### config.mk
export PLATFORM = sky130hd
export DESIGN_NAME = t_ff_bank
export DESIGN_NICKNAME = d
export VERILOG_FILES = /design/src/rtl/t_ff_bank.sv
export SDC_FILE = /design/constraint.sdc
export NUM_CORES = 1
export LEC_CHECK = 0
export ABC_AREA = 1
export CORE_UTILIZATION = 37
export DETAILED_ROUTE_END_ITERATION = 16
export HOLD_SLACK_MARGIN = 0.03
export PLACE_DENSITY = 0.73
export SYNTH_ARGS = -nofsm -noshare
export SYNTH_HDL_FRONTEND = slang
export SYNTH_SLANG_ARGS = --single-unit
### constraint.sdc
create_clock -name clk -period 1.4 [get_ports clk]
set_input_delay 0.14 -clock clk [delete_from_list [all_inputs] [get_ports clk]]
set_output_delay 0.14 -clock clk [all_outputs]
set_load 0.005 [all_outputs]
### src/rtl/t_ff_bank.sv
`default_nettype none
// t_ff_bank: multi-channel toggle flip-flop bank with set/clear/load modes,
// saturating per-channel toggle counters and a registered any-toggle pulse. Rev 1.0
module t_ff_bank #(
  parameter int                 WIDTH     = 4,
  parameter int                 CNT_W     = 8,
  parameter int                 EDGE_MODE = 0,
  parameter logic [WIDTH-1:0]   INIT      = {WIDTH{1'b0}}
) (
  input  logic                    clk,
  input  logic                    reset,
  input  logic [WIDTH-1:0]        enable,
  input  logic [WIDTH-1:0]        d,
  input  logic [1:0]              mode,
  input  logic [WIDTH-1:0]        load_val,
  input  logic                    count_clr,
  output logic [WIDTH-1:0]        q,
  output logic [WIDTH*CNT_W-1:0]  toggle_count,
  output logic [WIDTH-1:0]        sat,
  output logic                    any_toggle
);

  localparam logic [1:0]       MODE_TOGGLE = 2'b00;
  localparam logic [1:0]       MODE_SET    = 2'b01;
  localparam logic [1:0]       MODE_CLEAR  = 2'b10;
  localparam logic [CNT_W-1:0] CNT_MAX     = {CNT_W{1'b1}};
  localparam logic [CNT_W-1:0] CNT_ONE     = {{(CNT_W-1){1'b0}}, 1'b1};

  logic [WIDTH-1:0]       q_q, q_d;
  logic [WIDTH-1:0]       d_prev_q, d_prev_d;
  logic [WIDTH-1:0]       sat_q, sat_d;
  logic [WIDTH*CNT_W-1:0] cnt_q, cnt_d;
  logic                   any_q, any_d;
  logic [WIDTH-1:0]       trig;
  logic [WIDTH-1:0]       tog_ev;

  always_comb begin
    trig     = (EDGE_MODE != 0) ? (d & ~d_prev_q) : d;
    tog_ev   = (mode == MODE_TOGGLE) ? (enable & trig) : {WIDTH{1'b0}};
    any_d    = |tog_ev;
    d_prev_d = d;
  end

  // Only toggle events feed the counters; set/clear/load change q silently.
  always_comb begin
    q_d   = q_q;
    cnt_d = cnt_q;
    sat_d = sat_q;
    for (int i = 0; i < WIDTH; i++) begin
      if (enable[i]) begin
        case (mode)
          MODE_TOGGLE: if (trig[i]) q_d[i] = ~q_q[i];
          MODE_SET:    if (d[i])    q_d[i] = 1'b1;
          MODE_CLEAR:  if (d[i])    q_d[i] = 1'b0;
          default:                  q_d[i] = load_val[i];
        endcase
      end
      if (count_clr) begin
        cnt_d[i*CNT_W +: CNT_W] = {CNT_W{1'b0}};
        sat_d[i]                = 1'b0;
      end else if (tog_ev[i]) begin
        if (cnt_q[i*CNT_W +: CNT_W] == CNT_MAX) begin
          sat_d[i] = 1'b1;
        end else begin
          cnt_d[i*CNT_W +: CNT_W] = cnt_q[i*CNT_W +: CNT_W] + CNT_ONE;
        end
      end
    end
  end

  always_ff @(posedge clk) begin
    if (reset) begin
      q_q      <= INIT;
      d_prev_q <= {WIDTH{1'b0}};
      sat_q    <= {WIDTH{1'b0}};
      cnt_q    <= {(WIDTH*CNT_W){1'b0}};
      any_q    <= 1'b0;
    end else begin
      q_q      <= q_d;
      d_prev_q <= d_prev_d;
      sat_q    <= sat_d;
      cnt_q    <= cnt_d;
      any_q    <= any_d;
    end
  end

  assign q            = q_q;
  assign toggle_count = cnt_q;
  assign sat          = sat_q;
  assign any_toggle   = any_q;

endmodule
`default_nettype wire

# Word level (Yosys, flattened, before mapping)
# Cells that the tools add are included.
# Widths: inputs -> output; s select.
# word_totals
ff_bits,41
latchBits,0
mem_bits_rw,0
romBits,0
input_bits,17
output_inout_bits,41
wordCells,76
n_memories,0
# op_classes
n_addsub,4
mul,0
n_div,0
n_lt_le_gt_ge,0
n_eq_ne,18
n_shift,0
mux,17
n_bitwise,9
n_reduce_logical,15
# op_table
op,n
$add 8x1->8 const B,4
$eq 8x8->1 const B,4
$ne 2x2->1 const B,12
$reduce_and 2->1,8
$reduce_and 4->1,4
$mux 1,12
$pmux 1 s3,4
$not 1->1,8
$and 4x4->4,1
$mux 4,1
$reduce_or 4->1,1
$eq 2x1->1 const B,1
$eq 2x2->1 const B,1
$logic_not 2->1,1
$reduce_or 2->1,1

# Depth between registers and ports, before layout
# Gate-level depths: netlist of run 1.
# depth
word_depth,3
depth_mapped,9
ltp_nobuf,9

# Worst setup path after synthesis of run 1
# OpenSTA, ideal clock, no wires.
# synth_path
path_kind,flip-flop to flip-flop
start,"register cnt_q[24], in the netlist toggle_count[24]"
end,"register cnt_q[27], in the netlist toggle_count[27]"
setup_ns,0.115
arrival_time_ns,1.206
t_required_ns,1.285
slack_ns,0.079
stages_incl_launch_ff,8
path_buffers,1
period_less_slack_ns,1.321
path_cell_list,dfxtp_1 ha_1 nand2_1 nor2_1 nand2_1 buf_2 a21oi_1 nor2_1
# synth_between
elab_chain_len,3
elab_cells_between_ends,4
cone_classes,add/sub: 1; eq/ne: 1; bitwise: 1; reduce/logical: 1
# synth_lines
element,line,source
start: declaration,32,"logic [WIDTH*CNT_W-1:0] cnt_q, cnt_d;"
start signal: assignment,76,cnt_q <= {(WIDTH*CNT_W){1'b0}};
start signal: assignment,82,cnt_q <= cnt_d;
"parallel branches: the longest is 3 deep, another holds $add 8x1->8",n/a,
# Parallel ways; which one is timed is not known.
# A chain may end at the register's enable or synchronous reset.

# Worst setup path after layout of run 1
# layout_path
start,"register cnt_q[12], in the netlist toggle_count[12]"
end,output toggle_count[12]
# layout_rtl
element,line,source
end: declaration,18,"output logic [WIDTH*CNT_W-1:0] toggle_count,"
# No word-level cell between the ends.

==> results.json, run 1 <==
{
  "final.setup.tns_ps": 0,
  "r2r-end": "toggle_count[0]",
  "netlist_area_mm2": 0.00219,
  "critPathKind": "reg -> out",
  "numClockSinks": 41,
  "grt_max_degree": 15,
  "fp.dieH_um": 79.0,
  "dp.cells": 488,
  "grt_pass1_vias": 2226,
  "path_cells": "buf_4 -> clkdlybuf4s50_1",
  "synthDistinctLibCells": 25,
  "num_io_pins": 58,
  "clock.fmax_mhz": 732,
  "max_slew.worst_pin.slew_ps": 361,
  "area_delta_synth_final_pct": 47.4,
  "critPathArrivalTime_ps": 1230,
  "die_area_mm2": 0.00624,
  "vias": 2444,
  "wl_per_cell_um": 11.6,
  "grt.overflow.total": 0,
  "die_w_um": 79.0,
  "start_util_pct": 39.1,
  "crit_buf_inv": 2,
  "whs_path_depth": 2,
  "final_util_pct": 57.6,
  "firstDrtPassIters": 4,
  "period_needed_ps": 1370,
  "nets": 447,
  "outcome": "completed",
  "rows": 27,
  "setup_viol": 0,
  "ys_ff_latch": 41,
  "place.port_buffers": 57,
  "clk_pin_slew_ps": 80,
  "irDropWorstVdd_v": 0.000433,
  "ys_warn_count": 0,
  "cts_buffers": 5,
  "track_usage_pct": 19.1,
  "cp_slowest_cell": "clkdlybuf4s50_1",
  "fin_crit_sh_pct": 97.6,
  "final_cell_mix": "nand2_1 (82), nor2_1 (61), clkdlybuf4s50_1 (48), nand3_1 (33), inv_1 (31)",
  "reg2reg_slack_ps": 130,
  "cts_hold_buf": 0,
  "finalHoldViolCount": 0,
  "synth_top_family_by_area": "simple AND/OR/NAND/NOR gates",
  "cts.htree.levels": 2,
  "yosysSeqAreaShare_pct": 37.4,
  "fin_worst_hold_slack_ps": 486,
  "path_delay_family": "buffers and inverters",
  "synth-simple-area-share_pct": 43.2,
  "synth_edf_count": 0,
  "root_buffer": "clkbuf_8",
  "critPathMaxFanout": 3,
  "clock_latency_ps": 290,
  "synth_xor_area_share_pct": 0,
  "drive_gt1_share_pct": 20.0,
  "post_cts_buffers": 0,
  "max-clock-path-buffers": 2,
  "drt-initial-drc-count": 98,
  "ant_nets": 0,
  "syn_area_per_cell_um2": 6.52,
  "slew_violations": 0,
  "synth_fa_ha_area_share_pct": 2.28,
  "antennaDiodeCount": 0,
  "ys.flop_type": "dfxtp_1",
  "final_common_cell": "nand2_1",
  "grt_pass1_wl_um": 9610,
  "fillers": 557,
  "p_leak_nw": 1.41,
  "synth.area.mux_share_pct": 0,
  "synth_fp_nets": 357,
  "drc_errors": 0,
  "final.setup_skew_ps": 6.86,
  "cts_tree": "done",
  "core_area_mm2": 0.00561,
  "synth_compound_area_share_pct": 9.76,
  "antenna_found_initial": 0,
  "synthArstFlopShare_pct": 0,
  "crit_path_end_kind": "output port",
  "drv_cap": 0,
  "wirelength_um": 5770,
  "place_congestion": 0.840,
  "final_cell_area_mm2": 0.00323,
  "rr_startpoint": "toggle_count[1]",
  "cp-start-kind": "flip-flop",
  "netlist_instances": 336,
  "hold_path_class": "reg -> reg",
  "fin_cells": 498,
  "hp-start": "sat[3]",
  "slew_headroom_pct": 75.8,
  "p_per_area_mw_per_mm2": 723,
  "rsz0062_at_grt": "yes",
  "critPathMaxStageDelay_ps": 500,
  "vias_per_cell": 4.91,
  "r2r_cells": 8,
  "hpwl_um": 4140,
  "min_to": "sat[3]",
  "cp.required_ps": 1260,
  "place_area_mm2": 0.00304
}
## stage by stage
| stage | setup slack (ps) | power (W) |
|---|---|---|
| floorplan | 78.6 | 0.00131 |
| global placement | -122 | 0.00144 |
| detailed placement | -137 | 0.00144 |
| CTS | 1.63 | 0.00236 |
| global route | -8.84 | 0.00243 |
| finish | 33.9 | 0.00234 |
## report_power, final
group / switching (W) / internal (W)
Sequential: 0.00000841 / 0.00118
Combinational: 0.000113 / 0.000116
Clock: 0.000403 / 0.000518
## state kept, by name, indices dropped and copies added (netlist names)
| name | count |
|---|---|
| toggle_count | 32 |
| q | 4 |
| any_toggle | 1 |
| sat | 4 |
## synth_stat cells (all sizes together), types with 4 or more instances
| master | instances | area, µm² |
|---|---|---|
| nand3 | 36 | 203 |
| nand4 | 4 | 25.0 |
| nor3 | 5 | 25.0 |
| o21ai | 12 | 60.1 |
| ha | 4 | 50.1 |
| a31oi | 5 | 31.3 |
| dfxtp | 41 | 821 |
| a21oi | 23 | 115 |
| buf | 4 | 26.3 |
| nand2 | 88 | 340 |
| nor2 | 75 | 338 |
| inv | 33 | 124 |
## final cells by class
class	instances	area, µm²	share of cell area (%)
tap	72	90.1	2.79
clock inverter	2	35.0	1.08
sequential	41	847	26.2
inverter	34	128	3.95
clock buffer	5	68.8	2.13
timing repair buffer	86	811	25.1
multi-input combinational	258	1250	38.7
## per-layer routing
layer  share of wire, %  vias up  global-route usage (%)
met2                 49       61                    33.2
met3                4.5       11                    3.33
met1                 45     1112                    23.7
li1                   -     1260                       -
met5                  0        -                       0
met4                1.4        0                    6.00
## cells by family (layout without fill, tap and decap cells)
group / Yosys count / after routing
fa+ha+maj: 4 / 4
compound gates: 41 / 41
buf+inv: 40 / 127
flops: 41 / 41
simple gates: 210 / 213
## worst min-delay path, stage by stage, from the launching register on
cell	delay (ps)
dfxtp_1	340
a31oi_1	40
nor2_1	70
## how the worst max path moves through the flow
| stage | start | end | slack, ps | cells after the start |
|---|---|---|---|---|
| floorplan | toggle_count[24] | toggle_count[27] | 80 | 7 |
| global placement | mode[1] | toggle_count[7] | -120 | 7 |
| detailed placement | mode[1] | toggle_count[7] | -140 | 7 |
| CTS | toggle_count[8] | toggle_count[8] | 2 | 2 |
| global route | toggle_count[1] | toggle_count[0] | -9 | 8 |
| finish | toggle_count[12] | toggle_count[12] | 30 | 2 |
## what timing repair did
action	in CTS	in global routing
setup endpoints to repair	4	46
cloned	0	3
resized for setup	4	38
No activity file was read; power rests on OpenSTA's default activity.
==> run 2, diff against run 1 <==
--- a/config.mk
+++ b/config.mk
@@ -6,6 +6,7 @@
 export NUM_CORES = 1
 export LEC_CHECK = 0
 export ABC_AREA = 1
+export CAP_MARGIN = 5
 export CORE_UTILIZATION = 37
 export DETAILED_ROUTE_END_ITERATION = 16
 export HOLD_SLACK_MARGIN = 0.03
==> results of run 2 <==
Final layout, timing and power as in run 1 (identical DEF).
==> variant: new RTL, flow settings as in run 1 <==
The parameter `EDGE_MODE` goes from 0 to 1.
--- a/src/rtl/t_ff_bank.sv
+++ b/src/rtl/t_ff_bank.sv
@@ -4,7 +4,7 @@
 module t_ff_bank #(
   parameter int                 WIDTH     = 4,
   parameter int                 CNT_W     = 8,
-  parameter int                 EDGE_MODE = 0,
+  parameter int                 EDGE_MODE = 1,
   parameter logic [WIDTH-1:0]   INIT      = {WIDTH{1'b0}}
 ) (
   input  logic                    clk,
Check against the original RTL: not equivalent (a bounded check fails within 4 cycles, from zero or initial values and one cycle with reset high).
==> variant against run 1 <==
- sequential cell count increased by 4
- die area increased by 11%
- worst setup slack improved by 0.0019 ns
- sequential power increased by 10%
- area after synthesis increased by 11%
- worst hold slack got worse by 0.041 ns
- routed wire length increased by 3.3%
- largest power group unchanged
- power increased by 1.6%
- count of clock-buffer cells in the layout increased by 1
- final cell count increased by 7.2%
- cell area increased by 8.1%
- register-to-register slack got worse by 0.02 ns
- critical path depth unchanged
- first-iteration DRC count increased by 48%
==> variant: results (changes against run 1) <==
stage,metric,value,unit,change
outcome,status,"finished, final reports clean",,
place,Detailed Place HPWL,4.485,mm,+8.4%
cells_and_area,share of post-route cells with drive strength above 1,0.2166,,+0.01710
cells_and_area,sequential cell area share,0.2666,,+0.004372
pwr,Leak,0.001612,uW,+15%
cells_and_area,nets@finish,477,,+6.7%
global_routing,antenna violations before repair,0,,unchanged
sta,Setup Skew,0.008554,ns,+0.001694 ns
synth,post-synth cell types,24,,-4.0%
place,GP Congestion,0.8477,,+0.87%
synth,mux contribution to synthesized area,0,,unchanged
cells_and_area,CLK BUF,6,,+1
cells_and_area,max FFs per register,32,,unchanged
synth,Ys Warns,0,,unchanged
cells_and_area,Layout clock area frac,0.02365,,-0.008498
clock_tree,H-tree Lvls,2,,unchanged
route,first drt pass iteration count,4,,unchanged
min_path,hold crit path type,input port to register,,
global_routing,largest net degree at the start of global routing,14,,-1
cells_and_area,buffer share of cell area,0.2436,,-0.007328
place,Port Buffer Count,57,,unchanged
critical_path,crit path max fanout,3,,unchanged
cells_and_area,#MultiIn Comb,267,,+3.5%
cells_and_area,multi-input logic area,1355,sq um,+8.3%
clock_tree,Clock Pin Slew Worst Setup and Hold Paths,0.09,ns,
clock_tree,"Clk Latency, worst-skew pair",0.30,ns,
synth,Adder-Cell Fraction of Synth Area,0.02050,,-0.002329
synth,Post-Syn Area per Cell,6.670,sq um,+2.2%
floorplan,die area,6926,sq um,+11%
global_routing,All-Layer GR Usage,0.1700,,-0.02068
synth,syn nets,387,,+8.4%
route,vias per cell,4.693,,-4.4%
global_routing,first-pass GRT wire length,9.777,mm,+1.7%
route,initial DRC count,145,,+48%
cells_and_area,Seq. cell area,930.9,sq um,+9.9%
synth,Synth area leaders,"dfxtp_1 37%, nand2_1 14%, nor2_1 10%",,
synth,Commonest cells post-synth,"93 x nand2_1, 68 x nor2_1, 45 x dfxtp_1",,
synth,Synth Area in XOR/XNOR,0.03229,,+0.03229
place,placed cells,524,,+7.4%
cells_and_area,ANT cells,0,,unchanged
place,Placed Area,3294,sq um,+8.5%
clock_tree,Clock Sinks,45,,+9.8%
cells_and_area,nonclk buf count,90,,+4.7%
cells_and_area,Fillers,600,,+7.7%
pwr,Peak supply drop,344.4,uV,-21%
synth,"Seq/Total Area, Yosys",0.3690,,-0.005388
sta,Slew headroom,0.7148,,-0.04271
synth,Synth Flop Type,dfxtp_1,,
global_routing,vias in the first global route,2234,,+0.36%
place,Place WS,-0.1156,ns,+0.02111 ns
synth,Synth Area in Compound Gates,0.08867,,-0.008930
cells_and_area,Non-CTS inverters,47,,+38%
route,DR WL/cell,11.16,microns,-3.7%
route,via count,2506,,+2.5%
clock_tree,Root Driver,clkbuf_8,,
synth,fraction of registers with async set/reset,0,,unchanged
## variant: cell count changes after synthesis, sizes merged, moves of 2 or more
| cell | change |
|---|---|
| inv | +14 |
| nand2 | +13 |
| nand3 | -8 |
| xor2 | +5 |
| a31oi | -4 |
| dfxtp | +4 |
| o21ai | +4 |
| xnor2 | +4 |
| a21boi | +3 |
| a21oi | -3 |
| buf | +3 |
| clkbuf | -2 |
| nand3b | -2 |
## variant: worst paths after layout
check | end | depth (start not counted) | slack, ns | from
hold / removal | d_prev_q[1]$_SDFF_PP0_ | 3 | 0.45 | d[1]
setup reg to reg | toggle_count[9]$_SDFFE_PP0P_ | 8 | 0.11 | toggle_count[9]$_SDFFE_PP0P_
setup / recovery | toggle_count[1] | 2 | 0.04 | toggle_count[1]$_SDFFE_PP0P_
hold reg to reg | sat[2]$_SDFFE_PP0P_ | 2 | 0.49 | sat[2]$_SDFFE_PP0P_
## variant: critical path: stages (launching register included)
cell             delay, ns
dfxtp_2               0.34
buf_4                 0.11
clkdlybuf4s50_1       0.48
## variant: layer usage
metal / share of wire / track usage / wire [microns]
met4: 0.011 / 0.05486 / 68
met5: 0 / 0 / 0
met1: 0.46 / 0.2198 / 2754
met2: 0.48 / 0.2809 / 2856
met3: 0.047 / 0.03678 / 280
## variant: what timing repair did
| action | 4_1_cts | 5_1_grt |
|---|---|---|
| pin swaps | 0 | 4 |
| buffers inserted | 0 | 2 |
| resized for setup | 11 | 34 |
| endpoints found under the setup margin | 11 | 38 |
| endpoints found under the hold margin | 0 | 0 |
## variant: power breakdown
group	switching, uW	internal [uW]
combinational	127	136
clock	450	347
sequential	13.9	1300
